===== src/rtl/adder_tree_pkg.sv =====
// rtl/adder_tree_pkg.sv - shared width helpers and sequencer state type
//
// Purpose: width derivations shared by adder_tree and dot_product_sequencer,
// plus the sequencer state enumeration.
// Contents:
//   tree_width(dw, len)       signed width of one reduced beat
//   acc_width(dw, len, beats) signed width of a whole-vector sum
//   cnt_width(beats)          width able to hold 0..beats
//   seq_state_e               ACCUM / OUTPUT

package adder_tree_pkg;

  typedef enum logic {
    ACCUM  = 1'b0,
    OUTPUT = 1'b1
  } seq_state_e;

  function automatic int tree_width(input int data_width, input int length);
    return data_width + $clog2(length);
  endfunction

  function automatic int acc_width(input int data_width, input int length, input int beats);
    return tree_width(data_width, length) + $clog2(beats);
  endfunction

  function automatic int cnt_width(input int beats);
    return $clog2(beats + 1);
  endfunction

endpackage


===== src/rtl/adder_tree.sv =====
// rtl/adder_tree.sv - combinational signed reduction of one beat of addends
//
// Purpose: sums LENGTH signed DATA_WIDTH addends into one TREE_WIDTH result.
// Ports:
//   addends  in   LENGTH x DATA_WIDTH packed, element i at [i*DATA_WIDTH +: DATA_WIDTH]
//   sum      out  TREE_WIDTH signed sum of all addends

module adder_tree
  import adder_tree_pkg::*;
#(
  parameter int DATA_WIDTH = 5,
  parameter int LENGTH     = 9,
  localparam int TREE_WIDTH = tree_width(DATA_WIDTH, LENGTH)
) (
  input  logic [LENGTH*DATA_WIDTH-1:0] addends,
  output logic signed [TREE_WIDTH-1:0] sum
);

  logic signed [DATA_WIDTH-1:0] elem [LENGTH];
  logic signed [TREE_WIDTH-1:0] total;

  always_comb begin
    for (int i = 0; i < LENGTH; i++) begin
      elem[i] = addends[i*DATA_WIDTH +: DATA_WIDTH];
    end
  end

  // TREE_WIDTH carries $clog2(LENGTH) guard bits, so the running total
  // cannot overflow even with every addend at the most negative value.
  always_comb begin
    total = '0;
    for (int i = 0; i < LENGTH; i++) begin
      total = total + TREE_WIDTH'(elem[i]);
    end
  end

  assign sum = total;

endmodule


===== src/rtl/dot_product_sequencer.sv =====
// rtl/dot_product_sequencer.sv - accumulates multi-beat vectors into one sum
//
// Purpose: reduces each accepted beat with adder_tree and accumulates beats
// until in_last or BEATS beats, then presents the vector sum on a
// valid/ready output while the next vector may already start.
// Ports:
//   clk, reset_n               clock, synchronous active-low reset
//   in_valid/in_ready          input beat handshake
//   in_addends, in_last        beat payload, final-beat marker
//   out_valid/out_ready        result handshake
//   out_sum, out_beats         vector sum, number of beats summed

module dot_product_sequencer
  import adder_tree_pkg::*;
#(
  parameter int DATA_WIDTH = 5,
  parameter int LENGTH     = 9,
  parameter int BEATS      = 4,
  localparam int TREE_WIDTH = tree_width(DATA_WIDTH, LENGTH),
  localparam int ACC_WIDTH  = acc_width(DATA_WIDTH, LENGTH, BEATS),
  localparam int CNT_WIDTH  = cnt_width(BEATS)
) (
  input  logic                         clk,
  input  logic                         reset_n,
  input  logic                         in_valid,
  output logic                         in_ready,
  input  logic [LENGTH*DATA_WIDTH-1:0] in_addends,
  input  logic                         in_last,
  output logic                         out_valid,
  input  logic                         out_ready,
  output logic signed [ACC_WIDTH-1:0]  out_sum,
  output logic [CNT_WIDTH-1:0]         out_beats
);

  seq_state_e state, state_next;

  logic signed [TREE_WIDTH-1:0] partial;
  logic signed [ACC_WIDTH-1:0]  partial_ext;
  logic signed [ACC_WIDTH-1:0]  acc, acc_next;
  logic [CNT_WIDTH-1:0]         count, count_next;
  logic                         fire;
  logic                         terminate;

  adder_tree #(
    .DATA_WIDTH (DATA_WIDTH),
    .LENGTH     (LENGTH)
  ) u_adder_tree (
    .addends (in_addends),
    .sum     (partial)
  );

  assign partial_ext = ACC_WIDTH'(partial);

  // A pending result may be replaced in the same cycle it is taken.
  assign in_ready  = (state == ACCUM) || out_ready;
  assign out_valid = (state == OUTPUT);
  assign fire      = in_valid && in_ready;

  // count is cleared whenever a vector terminates, so count == 0 marks the
  // first beat of a vector both in ACCUM and in OUTPUT.
  assign acc_next   = (count == '0) ? partial_ext : acc + partial_ext;
  assign count_next = count + 1'b1;
  assign terminate  = fire && (in_last || (count_next == CNT_WIDTH'(BEATS)));

  always_comb begin
    state_next = state;
    case (state)
      ACCUM: begin
        if (terminate) begin
          state_next = OUTPUT;
        end
      end
      OUTPUT: begin
        if (out_ready && !terminate) begin
          state_next = ACCUM;
        end
      end
      default: state_next = ACCUM;
    endcase
  end

  always_ff @(posedge clk) begin
    if (!reset_n) begin
      state     <= ACCUM;
      acc       <= '0;
      count     <= '0;
      out_sum   <= '0;
      out_beats <= '0;
    end else begin
      state <= state_next;
      if (fire) begin
        if (terminate) begin
          out_sum   <= acc_next;
          out_beats <= count_next;
          acc       <= '0;
          count     <= '0;
        end else begin
          acc   <= acc_next;
          count <= count_next;
        end
      end
    end
  end

endmodule

===== config.mk =====
export PLATFORM = sky130hd
export DESIGN_NAME = dot_product_sequencer
export DESIGN_NICKNAME = d
export VERILOG_FILES = /design/src/rtl/adder_tree_pkg.sv /design/src/rtl/adder_tree.sv /design/src/rtl/dot_product_sequencer.sv
export SDC_FILE = /design/constraint.sdc
export NUM_CORES = 1
export LEC_CHECK = 0
export ABC_AREA = 0
export ABC_CLOCK_PERIOD_IN_PS = 8950
export CORE_MARGIN = 10
export CORE_UTILIZATION = 56
export DETAILED_ROUTE_END_ITERATION = 6
export PLACE_DENSITY = 0.85
export SYNTH_ARGS = -nofsm -noshare
export SYNTH_HDL_FRONTEND = slang
export SYNTH_SLANG_ARGS = --single-unit

===== constraint.sdc =====
create_clock -name clk -period 8.95 [get_ports clk]
set_clock_uncertainty 0.15 [all_clocks]
set_input_delay 0.895 -clock clk [delete_from_list [all_inputs] [get_ports clk]]
set_output_delay 0.895 -clock clk [all_outputs]
set_load 0.02 [all_outputs]

# Word level (Yosys, flattened, before mapping)
# Index checks and enable logic that the tools add are counted.
# totals
regBits	29
elab_cells	31
out_inout_bits	16
# op_classes
add_sub_neg	10
n_mux	6
n_bitwise	1
n_reduce_logical	8
eq_ne	1
# op_table
operator	count
$add A9 B5 Y9	6
$mux W11	2
$add A11 B9 Y11	1
$add A6 B5 Y7	1
$add A5 B5 Y6	1
$add A3 B1 Y3 const B	1
$eq A3 B3 Y1 const B	1
$logic_and A1 B1 Y1	3
$logic_not A3 Y1	1
$mux W3	1
$logic_or A1 B1 Y1	2
$mux W1	2
$pmux W1 S2	1
$reduce_and A2 Y1	1
$logic_not A1 Y1	1
$not A1 Y1	1

# Depth between registers and ports, before layout
# Gate-level depths: netlist of the first run.
# logic_depth
word_depth	11
depth_mapped	23
ltp_nobuf	23

# Cells and area by module
# A second synthesis of the first run with hierarchy kept.
# unflattened
hier_cells	321
hier_area_um2	2892.8
# by_module_without_submodules
module	cells_per_inst	seq_area_each_um2	area_per_inst_um2	instances
dot_product_sequencer	199	580.6	1676.6	1
adder_tree	122	0.0	1216.2	1

# Least setup slack after synthesis of the first run
# No wires, ideal clock.
# synth_timing
kind	input port to flip-flop
startpoint	in in_addends[19]
endpoint	reg out_sum[10]
path_stages	21
setup_slack_ps	2839
arrival_ps	5873
path_cell_list	fa_1 > inv_1 > fa_1 > inv_1 > fa_1 > inv_1 > fa_1 > inv_1 > ha_1 > nor3_1 > nor2_1 > o22ai_1 > xnor2_1 > inv_1 > ha_1 > and3_1 > and3b_1 > o31ai_2 > and4_1 > or3_1 > a311oi_2
# synth_between
elab_chain_len	8
# synth_lines
element	line_no	rtl
start, declared	dot_product_sequencer.sv:27	input logic [LENGTH*DATA_WIDTH-1:0] in_addends,
$add A9 B5 Y9 * (6 in series)	adder_tree.sv:33	total = total + TREE_WIDTH'(elem[i]);
$add A11 B9 Y11	dot_product_sequencer.sv:61	assign acc_next = (count == '0) ? partial_ext : acc + partial_ext;
$mux W11 *	dot_product_sequencer.sv:61	
end signal, assigned	dot_product_sequencer.sv:93	out_sum <= acc_next;
end, declared	dot_product_sequencer.sv:31	output logic signed [ACC_WIDTH-1:0] out_sum,
# Mark *: on every way between the ends. The rest lies on a longest branch, timed or not.
# A chain may end at the register's enable or synchronous reset.

# Worst setup path in the final report of the first run
# Ends and elaborated chain as after synthesis.

==> results of run 1 <==
logic make-up (layout without fill, tap and decap cells):
logic type               after synthesis  in the layout  synth area share
buffers and inverters                 74            140            0.0919
multiplexers                           5              5            0.0170
XOR/XNOR                              11             11            0.0319
AO/OA/AOI/OAI                         88             88             0.178
flip-flops                            29             29             0.192
AND/OR/NAND/NOR                       87             87             0.141
adder cells (fa/ha/maj)               63             63             0.348
layout by cell type (no fill, tap or decap), types with 2 or more instances in the layout:
master	n
nor2b_1	5
nand2b_1	4
xor2_1	5
clkbuf_8	5
or3_1	2
ha_1	28
a21o_1	6
nor2_1	24
o21a_1	2
nor3_1	8
and2_1	2
o21bai_1	2
o211ai_1	5
a21oi_1	29
a31oi_1	2
and4_1	2
fa_1	35
a22oi_1	2
xnor2_1	6
a211oi_1	11
dfxtp_1	29
inv_1	66
clkinv_2	2
o21ai_0	24
clkdlybuf4s50_1	65
nand2_1	23
nand3_1	8
nor3b_1	2
mux2i_1	4
or4_1	2
sequential cells by signal, indices dropped and copies added (netlist names):
register	cells
count	3
out_beats	3
acc	11
out_valid	1
out_sum	11
area by class of cell:
class	instances	area (um2)	area share
Multi-Input combinational cell	254	2170	0.566
Timing Repair Buffer	66	658	0.172
Sequential cell	29	581	0.152
Inverter	66	248	0.0647
Tap cell	70	87.6	0.0229
Clock buffer	5	68.8	0.0180
Clock inverter	3	17.5	0.00458
path summary, 6_finish.rpt:
kind | cells past startpoint | end | from
max | 22 | out_sum[10] | in_addends[19]
min | 2 | out_sum[5] | out_sum[5]
max reg2reg | 9 | out_sum[10] | acc[0]
min reg2reg | 2 | out_sum[5] | out_sum[5]
stage by stage:
step                      instances  area [um2]   util  worst slack [ps]  hold slack (ps)
final                           493        3830  0.740              2280              312
after global routing            493        3830  0.740              1740              331
after CTS                       493        3830  0.740              2280              312
after detailed placement        485        3740  0.723              1990              303
after global placement          485        3740  0.723              2180              294
after floorplan                 357        3020      -              2840              286
layer usage:
metal  up-vias  share of wire  track usage
li1       1317              -            -
met4         0         0.0098       0.0373
met2        71           0.52        0.314
met5         -              0            0
met1      1270           0.42        0.202
met3         9          0.052       0.0352
worst register-to-register path: cells and delay by family (launching register included):
| family | cells | cell delay [ps] |
|---|---|---|
| compound gates | 5 | 1200 |
| fa+ha+maj | 2 | 630 |
| buf+inv | 1 | 70 |
| flops | 1 | 340 |
| simple gates | 1 | 140 |
==> results.md, run 1 <==
- Vias in the first global route: 2741
- Fmax: 0.150 GHz
- CP Cell Sequence: clkdlybuf4s50_1, fa_1, inv_1, fa_1, inv_1, fa_1, inv_1, fa_1, inv_1, ha_1, nor3_1, nor2_1, o22ai_1, xnor2_1, inv_1, ha_1, and3_1, and3b_1, o31ai_2, a211oi_1, o21ai_0, a311oi_2
- Warnings, synthesis: 0
- RSZ-0062 raised after global routing: no
- Setup tns final: 0 ps
- # DRC: 0
- Async SR Flop Fraction: 0
- Most common cell on crit path: inv_1
- Final Critical Period: 6670 ps
- CTS tree: built
- R2r setup slk: 6340 ps
- Mean number of vias per cell: 5.41
- Critical Path RT: 9000 ps
- WS Path Type: in -> reg
- CTS Buf Count: 5
- Initial antenna violation count: 0
- N_diodes: 0
- Max incr delay on CP: 600 ps
- Max clock buf depth: 2
- Grt ovf: 0
- Post-synth cell types: 39
- Hold Fails Final Rpt: 0
- Post-synthesis cell area: 3020 um2
- Clk sink count: 29
- 1st-iter DRT viols: 108
- Gpl congestion: 0.820
- Die Ht: 93.5 um
- H-tree levels: 2
- Post-CTS Setup Bufs: 0
- Input/output buffers: 65
- Average cell area after synthesis: 8.47 um2
- Fin crit share: 0.746
- Post-Syn Instances: 357
- CP Buf/Inv Count: 6
- Outcome: finished, final reports clean
- Final setup vio count: 0
- I/O pins: 66
- EDFF count, synth: 0
- Sequential fraction of the synthesis area: 0.192
- Initial Util: 0.585
- Die Wd: 93.5 um
- Synthesized Nets: 470
- Main flop type after synthesis: dfxtp_1
- DPL Wire Length: 5880 um
- Antenna Violating Nets Remaining: 0
- Total Nets Final: 535
- Worst EP arrival: 6720 ps
- Largest net degree at the start of global routing: 22
- CP Launch Type: primary input
- Core Rows: 26
- WL final: 7150 um
- Die footprint: 8740 um2
- Share of layout cells above drive strength 1: 0.0307
- Area share of the largest cell type after synthesis: 0.232
- Delay-heaviest family, CP: adder cells
- Worst-path maximum fanout: 5
- Post-CTS sizing: 0
- Slew HR: 0.422
- GRT Overall Usage: 0.173
- CTS hold repair buffers: 0
- Core ar.: 5170 um2
- Worst path slowest cell: fa_1
- Post-synth top cells: inv_1 (66), fa_1 (35), a21oi_1 (29), dfxtp_1 (29), ha_1 (28)
- Area delta synth->final: 26.5%
- Hold crit path type: reg -> reg
- WL/cell: 14.5 um
- Worst-skew pair later-pin latency: 290 ps
- Fillcell total: 401
- Number of vias in the routed layout: 2667
- Clock-pin slew of the registers on the worst-case setup and hold paths: 60 ps
- Largest cells by area after synthesis: fa_1 (23%), dfxtp_1 (19%), ha_1 (12%)
- Root buffer selected by CTS: clkbuf_8
- Synth area leader: fa_1
- Number of max-cap violations: 0
- Count leader, synth: inv_1
- Final slew viol count: 0
- Flops & latches, synth: 29
- Drt pass-1 iters: 4
- CP endpoint kind: flip-flop
- First-pass GRT wire length: 12500 um
- Slew @ Worst Pin: 865 ps
Power of run 1 is not shown: default switching activity piles up to over one toggle a cycle in this logic, so the estimate is an artifact.
==> inputs of run 2 (changes only) <==
Settings changed: ABC_CLOCK_PERIOD_IN_PS 8950 to 6800, CORE_UTILIZATION 56 to 52, PLACE_DENSITY 0.85 to 0.8.
Clock period 8.95 ns to 6.8 ns, I/O delays scaled along.
==> results.md, run 2 (synthesis results as in run 1) <==
- Outcome: finished, final reports clean
- Fmax: 0.156 GHz
- Die Ht: 96.3 um (+3.0%)
- WL final: 6780 um (-5.1%)
- Critical Path RT: 6840 ps (-2160 ps)
- CP Cell Sequence: clkdlybuf4s50_1, fa_1, inv_1, fa_1, inv_1, fa_1, inv_1, fa_1, inv_1, ha_1, nor3_1, nor2_1, o22ai_1, xnor2_1, inv_1, ha_1, and3_1, and3b_1, o31ai_2, and4_1, or3_1, a311oi_2
- Final Instance Count excl. Fillers: 495 (+0.41%)
- Initial antenna violation count: 0 (unchanged)
- 1st-iter DRT viols: 97 (-10%)
- Post-Place Cells: 487 (+0.41%)
- CTS Buf Count: 5 (unchanged)
- Initial Util: 0.543 (-0.0421)
- Most frequent cells in the layout: inv_1 (66), clkdlybuf4s50_1 (65), fa_1 (35)
- Input/output buffers: 65 (unchanged)
- Gpl congestion: 0.802 (-2.2%)
- WS Path Type: in -> reg
- Hold crit path type: reg -> reg
- Area delta synth->final: 28.3%
- Share of layout cells above drive strength 1: 0.0331 (+0.00236)
- Slew HR: 0.414 (-0.00789)
- Number of vias in the routed layout: 2648 (-0.71%)
- Root buffer selected by CTS: clkbuf_8
- Worst-skew pair later-pin latency: 290 ps (about the same)
- Slew @ Worst Pin: 877 ps (+11.8 ps)
- GRT Overall Usage: 0.152 (-0.0204)
- CTS tree: built
- Die footprint: 9270 um2 (+6.0%)
- WL/cell: 13.7 um (-5.5%)
- Core ar.: 5570 um2 (+7.8%)
- Most common cell on crit path: inv_1
- Total Nets Final: 535 (unchanged)
- Final Critical Period: 6430 ps
- Max clock buf depth: 2 (unchanged)
- # DRC: 0 (unchanged)
- Vias in the first global route: 2584 (-5.7%)
- I/O pins: 66 (unchanged)
- Drt pass-1 iters: 4 (unchanged)
- N_diodes: 0 (unchanged)
- Die Wd: 96.3 um (+3.0%)
- First-pass GRT wire length: 11500 um (-7.9%)
- RSZ-0062 raised after global routing: no
- Worst EP arrival: 6470 ps (-250 ps)
- Setup tns final: 0 ps (unchanged)
- Commonest non-fill, non-tap cell in the layout: inv_1
- Fin crit share: 0.946
- Top flop regs: acc x11, out_sum x11
- CP Launch Type: primary input
- Mean number of vias per cell: 5.35 (-1.1%)
- Number of max-cap violations: 0 (unchanged)
- Hold Fails Final Rpt: 0 (unchanged)
- Final slew viol count: 0 (unchanged)
- Final setup vio count: 0 (unchanged)
- Worst-path maximum fanout: 5 (unchanged)
- Core Rows: 27 (+3.8%)
- Grt ovf: 0 (unchanged)
- Antenna Violating Nets Remaining: 0 (unchanged)
- Worst path slowest cell: fa_1
- Clk sink count: 29 (unchanged)
- Max incr delay on CP: 590 ps (about the same)
- Clock-pin slew of the registers on the worst-case setup and hold paths: 60 ps (about the same)
- DPL Wire Length: 5670 um (-3.6%)
- H-tree levels: 2 (unchanged)
- CTS hold repair buffers: 0 (unchanged)
- CP endpoint kind: flip-flop
- Largest net degree at the start of global routing: 22 (unchanged)
==> run 2: cell count changes in the layout (fill, tap and decap cells not counted) <==
cell,change
a211oi_1,-1
a211oi_2,+1
bufinv_16,+2
clkinv_2,-1
clkinvlp_4,-1
o21ai_0,-1
o21ai_1,+1
==> run 2: path summary, 6_finish.rpt <==
check | start | slack [ps] | endpoint | depth (start not counted)
worst max-delay path | in_addends[19] | 370 | out_sum[10] | 22
worst min-delay path | out_sum[5] | 310 | out_sum[5] | 2
worst max register to register | acc[0] | 4240 | out_sum[10] | 9
worst min register to register | out_sum[5] | 310 | out_sum[5] | 2
==> run 2: through the flow <==
step                utilization  cell area, um2  hold slack [ps]  worst slack (ps)
floorplan                     -            3020              286               904
global placement          0.671            3740              295               253
detailed placement        0.671            3740              303               111
CTS                       0.695            3880              311               342
global route              0.696            3880              335              12.1
finish                    0.696            3880              311               371
==> run 2: critical path: cells and delay by family <==
family / cells / cell delay (ps)
adders and majority gates: 6 / 2960
and+or+nand+nor: 6 / 1230
buffers and inverters: 6 / 840
AOI/OAI and AO/OA: 3 / 500
xor gates and xnor gates: 1 / 250
==> run 2: per-layer routing <==
metal	track usage	share of wire
met5	0	0
met4	0.0295	0.0056
met3	0.0327	0.050
met2	0.277	0.52
met1	0.179	0.42
==> run 2: area by class of cell <==
class                   count  area (um2)
clock buffers               5        68.8
multi-input cells         254        2170
flip-flops and latches     29         581
clock inverters             3        65.1
inverters                  66         248
repair buffers             66         658
well taps                  72        90.1
fillers                   447        1690
==> run 2: repair_timing <==
action	in CTS	in global routing
buffers inserted	0	0
endpoints found under the setup margin	0	1
gates resized for setup	0	2
Power of run 2 is left out for the same reason.
==> inputs of run 3 (changes only) <==
Settings changed: CORE_ASPECT_RATIO set to 1.75, PLACE_DENSITY 0.8 to 0.94, TNS_END_PERCENT set to 30.
==> results.md, run 3 (synthesis results as in run 1) <==
- Crit path to: out_sum[10]
- Fillcell total: 433 (-3.1%)
- CTS hold repair buffers: 0 (unchanged)
- Slew HR: 0.405 (-0.00852)
- WS Path Type: in -> reg
- R2r endpoint: out_sum[10]
- Hold Fails Final Rpt: 0 (unchanged)
- GRT Overall Usage: 0.153 (+0.000792)
- Core Rows: 36 (+33%)
- Vias in the first global route: 2995 (+16%)
- Final setup vio count: 0 (unchanged)
- Post-CTS sizing: 0 (unchanged)
- Mean number of vias per cell: 5.49 (+2.7%)
- Worst EP arrival: 6530 ps (+60 ps)
- WL final: 7220 um (+6.5%)
- H-tree levels: 2 (unchanged)
- Post-CTS Setup Bufs: 0 (unchanged)
- # DRC: 0 (unchanged)
- Die Wd: 77.6 um (-19%)
- CP startpoint: in_addends[19]
- Root buffer selected by CTS: clkbuf_8
- Share of layout cells above drive strength 1: 0.0378 (+0.00473)
- Total Nets Final: 535 (unchanged)
- Reg2reg start: acc[0]
- Die Ht: 121 um (+26%)
- 1st-iter DRT viols: 150 (+55%)
- Final slew viol count: 0 (unchanged)
- N_diodes: 0 (unchanged)
- Top flop regs: acc x11, out_sum x11
- Fin crit share: 0.953 (+0.00777)
- Drt pass-1 iters: 5 (+1)
- Largest net degree at the start of global routing: 22 (unchanged)
- Clock-pin slew of the registers on the worst-case setup and hold paths: 60 ps (about the same)
- Hold crit path type: reg -> reg
- Most frequent cells in the layout: inv_1 (66), clkdlybuf4s50_1 (65), fa_1 (35)
- Register Area: 581 um2 (unchanged)
- Number of max-cap violations: 0 (unchanged)
- Max clock buf depth: 2 (unchanged)
- First-pass GRT wire length: 12200 um (+6.6%)
- I/O pins: 66 (unchanged)
- WL/cell: 14.5 um (+5.6%)
- Commonest non-fill, non-tap cell in the layout: inv_1
- DPL Wire Length: 6050 um (+6.7%)
- Area delta synth->final: 28.4% (about the same)
- Layout Utilization: 0.690 (-0.00652)
- CTS tree: built
- Slew @ Worst Pin: 890 ps (+12.8 ps)
- CP endpoint kind: flip-flop
- Die footprint: 9390 um2 (+1.3%)
- R2r setup slk: 4250 ps (about the same)
- Grt ovf: 0 (unchanged)
- CP Launch Type: primary input
- Number of vias in the routed layout: 2742 (+3.5%)
- Input/output buffers: 65 (unchanged)
- Gpl congestion: 0.877 (+9.5%)
- Critical Path RT: 6840 ps (about the same)
- CTS Buf Count: 5 (unchanged)
- Area of the multi-input gates: 2190 um2 (+0.69%)
- Core ar.: 5630 um2 (+1.0%)
- Worst-path maximum fanout: 5 (unchanged)
- Clk sink count: 29 (unchanged)
- Fmax: 0.154 GHz (-0.82%)
- Outcome: finished, final reports clean
- Initial Util: 0.537 (-0.00543)
- Final Critical Period: 6480 ps (+52.8 ps)
- Initial antenna violation count: 0 (unchanged)
- Worst-skew pair later-pin latency: 280 ps (about the same)
- Antenna Violating Nets Remaining: 0 (unchanged)
- Depth of the worst register-to-register path: 9 (unchanged)
[run 3: worst min-delay path by stage]
stage	startpoint	to	cells after the start
final	out_beats[1]	out_beats[1]	2
after global routing	out_sum[5]	out_sum[5]	2
after CTS	out_sum[5]	out_sum[5]	2
after detailed placement	out_beats[1]	out_beats[1]	2
after global placement	out_beats[1]	out_beats[1]	2
after floorplan	acc[5]	acc[5]	2
[run 3: per-stage QoR]
stage	hold WS (ps)	cell area [um2]	setup WS, ps	setup TNS, ps	std cells
CTS	318	3860	291	0	499
detailed placement	305	3750	21.5	0	491
floorplan	286	3020	904	0	357
global route	329	3880	-4.78	-4.78	499
global placement	292	3750	276	0	491
finish	316	3880	318	0	499
[run 3: final cells by class]
| class | instances | area share |
|---|---|---|
| inverters | 66 | 0.0638 |
| well taps | 76 | 0.0245 |
| clock buffers | 7 | 0.0222 |
| clock inverters | 1 | 0.00773 |
| repair buffers | 66 | 0.169 |
| multi-input cells | 254 | 0.563 |
| flip-flops and latches | 29 | 0.149 |
[run 3: metal layers]
layer	global-route usage	up-vias	part of all wire
met3	0.0378	23	0.055
met2	0.323	102	0.59
met4	0.0596	0	0.027
met1	0.125	1306	0.33
li1	-	1311	-
met5	0	-	0
[run 3: critical path: stages]
cell and delay [ps]:
clkdlybuf4s50_1 440, fa_1 610, inv_1 80, fa_1 590, inv_1 80, fa_1 530, inv_1 50, fa_1 530
inv_1 40, ha_1 340, nor3_1 200, nor2_1 70, o22ai_1 260, xnor2_2 190, inv_1 140, ha_2 400
and3_1 210, and3b_1 190, o31ai_2 80, and4_1 250, or3_1 330, a311oi_2 250
Power of run 3 is left out for the same reason.
